### src/rtl/if_prefetch_queue_pkg.sv
// Shared definitions for the instruction-fetch prefetch queue.
package if_prefetch_queue_pkg;

  localparam int          XLEN    = 64;
  localparam logic [31:0] NOP     = 32'h0000_0013;
  localparam int          ENTRY_W = 32 + XLEN;

  typedef enum logic {
    RUN  = 1'b0,
    DROP = 1'b1
  } fetch_state_e;

endpackage

### src/rtl/instr_fifo.sv
// Synchronous FIFO with flush; head is read combinationally from registered storage.
module instr_fifo #(
  parameter int DEPTH = 4,
  parameter int WIDTH = 96
) (
  input  logic                   clock,
  input  logic                   reset,
  input  logic                   flush,
  input  logic                   push,
  input  logic [WIDTH-1:0]       push_data,
  input  logic                   pop,
  output logic [WIDTH-1:0]       head,
  output logic [$clog2(DEPTH):0] count
);

  localparam int             AW  = $clog2(DEPTH);
  localparam logic [AW:0]    CAP = (AW+1)'(DEPTH);

  logic [WIDTH-1:0] mem [DEPTH];
  logic [AW-1:0]    wr_ptr;
  logic [AW-1:0]    rd_ptr;
  logic             do_push;
  logic             do_pop;

  // Flush wins; pushes beyond capacity and pops from empty are ignored.
  assign do_push = push && !flush && (count < CAP);
  assign do_pop  = pop && !flush && (count != '0);

  // Pointer and occupancy tracking.
  always_ff @(posedge clock) begin
    if (reset || flush) begin
      wr_ptr <= '0;
      rd_ptr <= '0;
      count  <= '0;
    end else begin
      if (do_push) wr_ptr <= wr_ptr + 1'b1;
      if (do_pop)  rd_ptr <= rd_ptr + 1'b1;
      case ({do_push, do_pop})
        2'b10:   count <= count + 1'b1;
        2'b01:   count <= count - 1'b1;
        default: count <= count;
      endcase
    end
  end

  // Entry storage, not reset: occupancy alone decides what is valid.
  always_ff @(posedge clock) begin
    if (do_push) mem[wr_ptr] <= push_data;
  end

  assign head = mem[rd_ptr];

endmodule

### src/rtl/if_prefetch_queue.sv
// Instruction prefetch queue: issues sequential fetches, buffers returned words
// for decode, and handles redirects including a response still in flight.
module if_prefetch_queue
  import if_prefetch_queue_pkg::*;
#(
  parameter int          DEPTH    = 4,
  parameter logic [63:0] RESET_PC = 64'h0
) (
  input  logic                   clock,
  input  logic                   reset,
  output logic                   imem_req,
  output logic [63:0]            imem_addr,
  input  logic                   imem_ack,
  input  logic [31:0]            imem_rdata,
  input  logic                   redirect,
  input  logic [63:0]            redirect_pc,
  input  logic                   dec_ready,
  output logic                   dec_valid,
  output logic [31:0]            dec_instr,
  output logic [63:0]            dec_pc,
  output logic [$clog2(DEPTH):0] count
);

  localparam int CW = $clog2(DEPTH) + 1;

  fetch_state_e      state;
  fetch_state_e      state_nxt;
  logic [XLEN-1:0]   fetch_pc;
  logic [XLEN-1:0]   fetch_pc_nxt;
  logic [XLEN-1:0]   drop_addr;
  logic [XLEN-1:0]   drop_addr_nxt;
  logic [CW-1:0]     fifo_count;
  logic [ENTRY_W-1:0] fifo_head;
  logic              room;
  logic              req_int;
  logic              push;
  logic              pop;
  logic              fifo_valid;

  assign room = fifo_count < CW'(DEPTH);

  // Next-state, fetch address and push decision.
  always_comb begin
    state_nxt     = state;
    fetch_pc_nxt  = fetch_pc;
    drop_addr_nxt = drop_addr;
    req_int       = 1'b0;
    push          = 1'b0;
    case (state)
      RUN: begin
        req_int = room;
        if (redirect) begin
          fetch_pc_nxt = redirect_pc;
          // A request left without its ack must still be drained.
          if (req_int && !imem_ack) begin
            state_nxt     = DROP;
            drop_addr_nxt = fetch_pc;
          end
        end else if (req_int && imem_ack) begin
          push         = 1'b1;
          fetch_pc_nxt = fetch_pc + 64'd4;
        end
      end
      DROP: begin
        // Hold the stale request until its response arrives, then discard it.
        req_int = 1'b1;
        if (imem_ack) state_nxt = RUN;
        if (redirect) fetch_pc_nxt = redirect_pc;
      end
      default: state_nxt = RUN;
    endcase
  end

  // Control state: FSM and fetch address.
  always_ff @(posedge clock) begin
    if (reset) begin
      state    <= RUN;
      fetch_pc <= RESET_PC;
    end else begin
      state    <= state_nxt;
      fetch_pc <= fetch_pc_nxt;
    end
  end

  // Address of the request being drained in DROP.
  always_ff @(posedge clock) begin
    drop_addr <= drop_addr_nxt;
  end

  assign fifo_valid = (fifo_count != '0);
  assign pop        = fifo_valid && dec_ready && !redirect;

  instr_fifo #(
    .DEPTH (DEPTH),
    .WIDTH (ENTRY_W)
  ) u_fifo (
    .clock     (clock),
    .reset     (reset),
    .flush     (redirect),
    .push      (push),
    .push_data ({imem_rdata, fetch_pc}),
    .pop       (pop),
    .head      (fifo_head),
    .count     (fifo_count)
  );

  assign imem_req  = req_int && !reset;
  assign imem_addr = (state == DROP) ? drop_addr : fetch_pc;
  assign dec_valid = fifo_valid && !reset;
  assign dec_instr = dec_valid ? fifo_head[ENTRY_W-1:XLEN] : NOP;
  assign dec_pc    = dec_valid ? fifo_head[XLEN-1:0] : '0;
  assign count     = reset ? '0 : fifo_count;

endmodule
### config.mk
export PLATFORM = sky130hd
export DESIGN_NAME = if_prefetch_queue
export DESIGN_NICKNAME = d
export VERILOG_FILES = /design/src/rtl/if_prefetch_queue_pkg.sv /design/src/rtl/instr_fifo.sv /design/src/rtl/if_prefetch_queue.sv
export SDC_FILE = /design/constraint.sdc
export NUM_CORES = 1
export LEC_CHECK = 0
export CAP_MARGIN = 20
export CORE_MARGIN = 2
export CORE_UTILIZATION = 60
export DETAILED_ROUTE_END_ITERATION = 10
export PLACE_DENSITY = 0.95
export SLEW_MARGIN = 20
export SYNTH_ARGS = -nofsm -noshare
export SYNTH_HDL_FRONTEND = slang
export SYNTH_SLANG_ARGS = --single-unit
export TNS_END_PERCENT = 10
### constraint.sdc
create_clock -name clock -period 22.9 [get_ports clock]
set_clock_uncertainty 0.1 [all_clocks]
set_input_delay 4.58 -clock clock [delete_from_list [all_inputs] [get_ports clock]]
set_output_delay 4.58 -clock clock [all_outputs]
set_load 0.02 [all_outputs]
# ---- Yosys cells after proc, flatten, opt, wreduce, memory -nomap -nowiden
# Memories as Yosys holds them, arrays and structs flattened. A register that Yosys moved wholly into a read port is not among the register bits.
# Index checks and enable logic that the tools add are counted.
dict set report word_totals {
  regBits 136
  ramBits 384
  inputBits 101
  output_inout_bits 165
  wordCells 57
  mem_count 1
}
# name depth width read_ports rd_ports_with_merged_regs write_ports line
set memory_table {}
lappend memory_table {u_fifo.mem 4 96 1 1 1 instr_fifo.sv:19} ;# logic [WIDTH-1:0] mem [DEPTH];
dict set report classes {
  add_sub_neg 5
  order_cmp 1
  eq_ne 4
  muxes 21
  n_bitwise 1
  reduce_logical 18
}
# cell count
set ops {}
lappend ops {{$mux 64} 5}
lappend ops {{$pmux 64 s2} 1}
lappend ops {{$add 64x3->64 const B} 1}
lappend ops {{$mux 32} 1}
lappend ops {{$logic_and 1x1->1} 10}
lappend ops {{$mux 1} 8}
lappend ops {{$pmux 3 s2} 1}
lappend ops {{$add 2x1->2 const B} 2}
lappend ops {{$mux 2} 2}
lappend ops {{$pmux 1 s2} 2}
lappend ops {{$add 3x1->3 const B} 1}
lappend ops {{$logic_not 1->1} 3}
lappend ops {{$lt 3x3->1 const B} 1}
lappend ops {{$mux 3} 1}
lappend ops {{$ne 3x3->1 const B} 1}
lappend ops {{$reduce_and 3->1} 1}
lappend ops {{$reduce_bool 3->1} 1}
lappend ops {{$sub 3x1->3 const B} 1}
lappend ops {{$eq 2x1->1 const B} 1}
lappend ops {{$eq 2x2->1 const B} 1}
lappend ops {{$ne 2x2->1 const B} 1}
lappend ops {{$reduce_and 2->1} 1}
lappend ops {{$reduce_bool 2->1} 1}
lappend ops {{$logic_or 1x1->1} 1}
lappend ops {{$not 1->1} 1}

# ---- Longest topological paths before layout
dict set report logic_depth {
  word_depth 9
  depth_mapped 11
  depth_no_buf 9
}

# ---- Cells and area by module
# Synthesis repeated with hierarchy kept, for this count alone.
dict set report unflattened {
  cells_unflattened 1414
  hier_area_um2 22168.8
}
# mod instances cells_per_inst area_each_um2 seq_area_each_um2
set modules_own_cells {}
lappend modules_own_cells {instr_fifo 1 551 14301.2 11711.2}
lappend modules_own_cells {if_prefetch_queue 1 863 7867.5 3223.1}

# ---- Least setup slack after synthesis
# OpenSTA, ideal clock, no wires.
dict set report synth_path {
  path_type {input -> register}
  start {in redirect}
  end {reg drop_addr[0] (enable)}
  setup_time_ns 0.667
  arrival_time_ns 12.086
  required_time_ns 22.133
  setup_slack_ns 10.048
  cell_stages 4
  path_buffers 3
  path_cell_list {clkbuf_1 clkbuf_1 clkbuf_1 nor4b_1}
}
dict set report synth_between {
  elab_chain_cells 1
}
# item line
set synth_lines {}
lappend synth_lines {{from (decl)} if_prefetch_queue.sv:15} ;# input logic redirect,
lappend synth_lines {{$reduce_and 3->1 (no source line)} --}
lappend synth_lines {{to (signal assigned)} if_prefetch_queue.sv:87} ;# drop_addr <= drop_addr_nxt;
lappend synth_lines {{to (decl)} if_prefetch_queue.sv:30} ;# logic [XLEN-1:0] drop_addr;
# No other way between the ends.
# A chain may end at the register's enable or synchronous reset.

# ---- Worst setup path in the final report
dict set report layout_path {
  start {in reset}
  end {out dec_pc[59]}
}
dict set report layout_between {
  elab_chain_cells 3
}
# item line
set layout_lines {}
lappend layout_lines {{from (decl)} if_prefetch_queue.sv:10} ;# input logic reset,
lappend layout_lines {{$logic_not 1->1} if_prefetch_queue.sv:109} ;# assign dec_valid = fifo_valid && !reset;
lappend layout_lines {{$logic_and 1x1->1} if_prefetch_queue.sv:109}
lappend layout_lines {{$mux 64} if_prefetch_queue.sv:111} ;# assign dec_pc = dec_valid ? fifo_head[XLEN-1:0] : '0;
lappend layout_lines {{to (decl)} if_prefetch_queue.sv:20} ;# output logic [63:0] dec_pc,
# No other way between the ends.

==> summary.md <==
| Metric | Value |
|---|---|
| Status | `complete, no violations` |
| Syn_area_per_cell | `approximately 16 µm²` |
| Net Count, Synth | `1487` |
| Warning count from the yosys run | `0` |
| Post-CTS resize count | `0` |
| Post-synth EDFFs | `approximately 450` |
| DR pass1 iterations | `6` |
| Die area | `~38000 µm²` |
| Commonest non-fill, non-tap cell in the layout | `edfxtp_1` |
| Final Cycle Share | `a little over half` |
| Die height | `between 150 and 200 µm` |
| Required time of the critical path | `about 18 ns` |
| Layout Nets | `around 1700` |
| Antenna Nets Post-Route | `0` |
| Syn Inst Count | `1379` |
| Sw Share | `between 20% and 30%` |
| Startpoint types | `input pin` |
| RSZ-0062 raised after global routing | `no` |
| Final instance area | `approximately 26000 µm²` |
| Clock power frac | `39.1%` |
| Crit path max fanout | `75` |
| Ys flop type | `edfxtp_1` |
| GRT Util Overall | `roughly 29%` |
| Worst hold path class | `reg2reg` |
| Pin count of the biggest net entering global routing | `77` |
| H-tree levels | `2` |
| DPL Wire Length | `between 30 and 40 mm` |
| Die Wd | `a little under 200 µm` |
| Row cnt | `a little under 70` |
| Final Hold Fails | `0` |
| WP data arrival | `about 7.4 ns` |
| Num ports | `266` |
| First-pass GRT wire length | `about 84 mm` |
| Vias per cell | `roughly 6.5` |
| P&R area growth vs syn | `21.7%` |
| Share of cells above drive strength 1 | `~16%` |
| Pre-CTS setup slack | `~11 ns` |
| Actual slew at the worst max-slew pin | `1.01 ns` |
| Number of global-route vias before repair | `13700` |
| Kind of critical path | `in2out` |
| Initial core utilization | `61.0%` |
| Crit. End Element | `output pin` |
| CTS buffer count | `50` |
| TritonCTS sink count | `between 500 and 600` |
| DR iter-0 viols | `between 1500 and 2000` |
| DRC | `0` |
| Post-CTS Setup Bufs | `0` |
| Seq pwr share | `53.4%` |
| Synthesized flop and latch total | `around 520` |
| Ys async rst share | `0%` |
| DRT Wirelength | `~55 mm` |
| Clock Pin Slew Worst Setup and Hold Paths | `~0.060 ns` |
| Cell Pwr Density | `78.0 nW/µm²` |
| Worst IR drop on VDD | `about 0.057 mV` |
| Drt wl/cell | `26.0 µm` |
| Int Pwr | `between 1500 and 2000 µW` |
| Leak Pwr | `roughly 0.0086 µW` |
| Final min period | `12.07 ns` |
| Post-Syn Area | `between 20000 and 25000 µm²` |
| Post-route worst setup slack | `10.83 ns` |
| Routed vias | `~14000` |
| NetSw | `461 µW` |
| Most frequent cells in the layout | `edfxtp_1, clkdlybuf4s50_1, mux4_2` |
| Initial antenna violation count | `3` |
| Slew headroom | `approximately a third` |
| Max-Cap Viols | `0` |
| Final setup fails | `0` |
| Gpl congestion | `0.898` |
| Unique masters post-synth | `slightly above 60` |
| Max-slew violation count | `0` |
| Core Region | `35600 µm²` |
| CTS tree | `done` |
| Combinational power share | `under 10%` |
| Clock root buffer master | `clkbuf_16` |
| Clk buf depth | `3` |
| Fmax | `a little over 80 MHz` |
| Post-Route Utilization | `between 70% and 80%` |
| I/O Buffers | `265` |
| Grt ovf | `0` |
| TNS Setup | `0 ns` |
| Hold Buf Count CTS | `0` |
| Sequential share of the synthesized area | `between 60 and 70%` |
| Worst skew pair latency | `0.56 ns` |
| Placed Instance Area | `~25000 µm²` |
## synth_stat cells (9+ instances only)
library cell / number / area share, %
nor3_1: 24 / 0.55
mux2i_1: 9 / 0.42
nand3_1: 35 / 0.81
a21oi_1: 55 / 1.3
nor2_1: 86 / 1.5
nand2_1: 52 / 0.90
or3_1: 16 / 0.46
and3_1: 9 / 0.26
inv_1: 19 / 0.33
nand4_1: 29 / 0.84
o21ai_0: 31 / 0.72
mux2_2: 61 / 3.2
a22oi_1: 16 / 0.55
and4_1: 9 / 0.36
edfxtp_1: 448 / 62
mux4_2: 96 / 10
buf_1: 11 / 0.19
a31oi_1: 10 / 0.29
clkbuf_1: 69 / 1.2
dfxtp_1: 74 / 6.8
and2_1: 99 / 2.9
## flip-flops by register name (all words and copies together) (netlist names), named ones only
register / flops
u_fifo.mem: 384
drop_addr: 64
fetch_pc: 64
u_fifo.count: 3
u_fifo.rd_ptr: 2
u_fifo.wr_ptr: 2
state: 1
## logic make-up after synthesis
kind of cell,Yosys count,synth area share (%)
buffers and inverters,105,1.85
DFF,522,68.9
xor gates and xnor gates,15,0.606
and+or+nand+nor,398,9.89
adders and majority gates,7,0.439
muxes,166,13.6
AOI/OAI and AO/OA,166,4.78
## layout make-up
cell class                 instances  area (µm²)
antenna                            3        7.51
clock buffer                      63        1370
clock inverter                    26         210
fill                            2068        9190
inverter                          19        71.3
multi-input combinational        752        6380
sequential                       522       14900
tap                              461         577
timing repair buffer             284        2820
## stage by stage
step | power [µW] | cells | hold slack, ns
after floorplan | 1190 | 1379 | 0.369
after global placement | 1260 | 2036 | 0.378
after detailed placement | 1270 | 2036 | 0.399
after CTS | 2060 | 2125 | 0.407
after global routing | 2110 | 2128 | 0.439
final | 2060 | 2130 | 0.409
## path summary, 6_finish.rpt
path	start	to	slack (ns)	cells after the start
setup reg to reg	state$_SDFF_PP0_	u_fifo.mem[3][95]$_DFFE_PP_	19.28	4
hold reg to reg	u_fifo.wr_ptr[1]$_SDFFE_PP0P_	u_fifo.wr_ptr[1]$_SDFFE_PP0P_	0.41	2
setup / recovery	reset	dec_pc[59]	10.83	6
hold / removal	u_fifo.wr_ptr[1]$_SDFFE_PP0P_	u_fifo.wr_ptr[1]$_SDFFE_PP0P_	0.41	2
## critical path, stage by stage
cell and delay [ns]:
buf_2 0.10, buf_4 0.38, nor2_4 0.79, buf_4 0.56
and2_1 0.23, clkdlybuf4s50_1 0.62
## per-layer routing
layer  up-vias  global-route usage, %  part of all wire [%]
met3       195                   5.57                    11
met4         0                   9.82                   3.9
met2       988                   47.6                    49
met5         -                      0                     0
li1       5891                      -                     -
met1      6861                   40.0                    37
## power by group through the flow
| stage | clock, µW | sequential, µW | combinational (µW) |
|---|---|---|---|
| after floorplan | 0 | 1100 | 84.1 |
| after global placement | 0 | 1110 | 146 |
| after detailed placement | 0 | 1120 | 150 |
| after CTS | 809 | 1100 | 152 |
| after global routing | 844 | 1100 | 163 |
| final | 803 | 1100 | 155 |
Power figures use the tool's default switching activity.
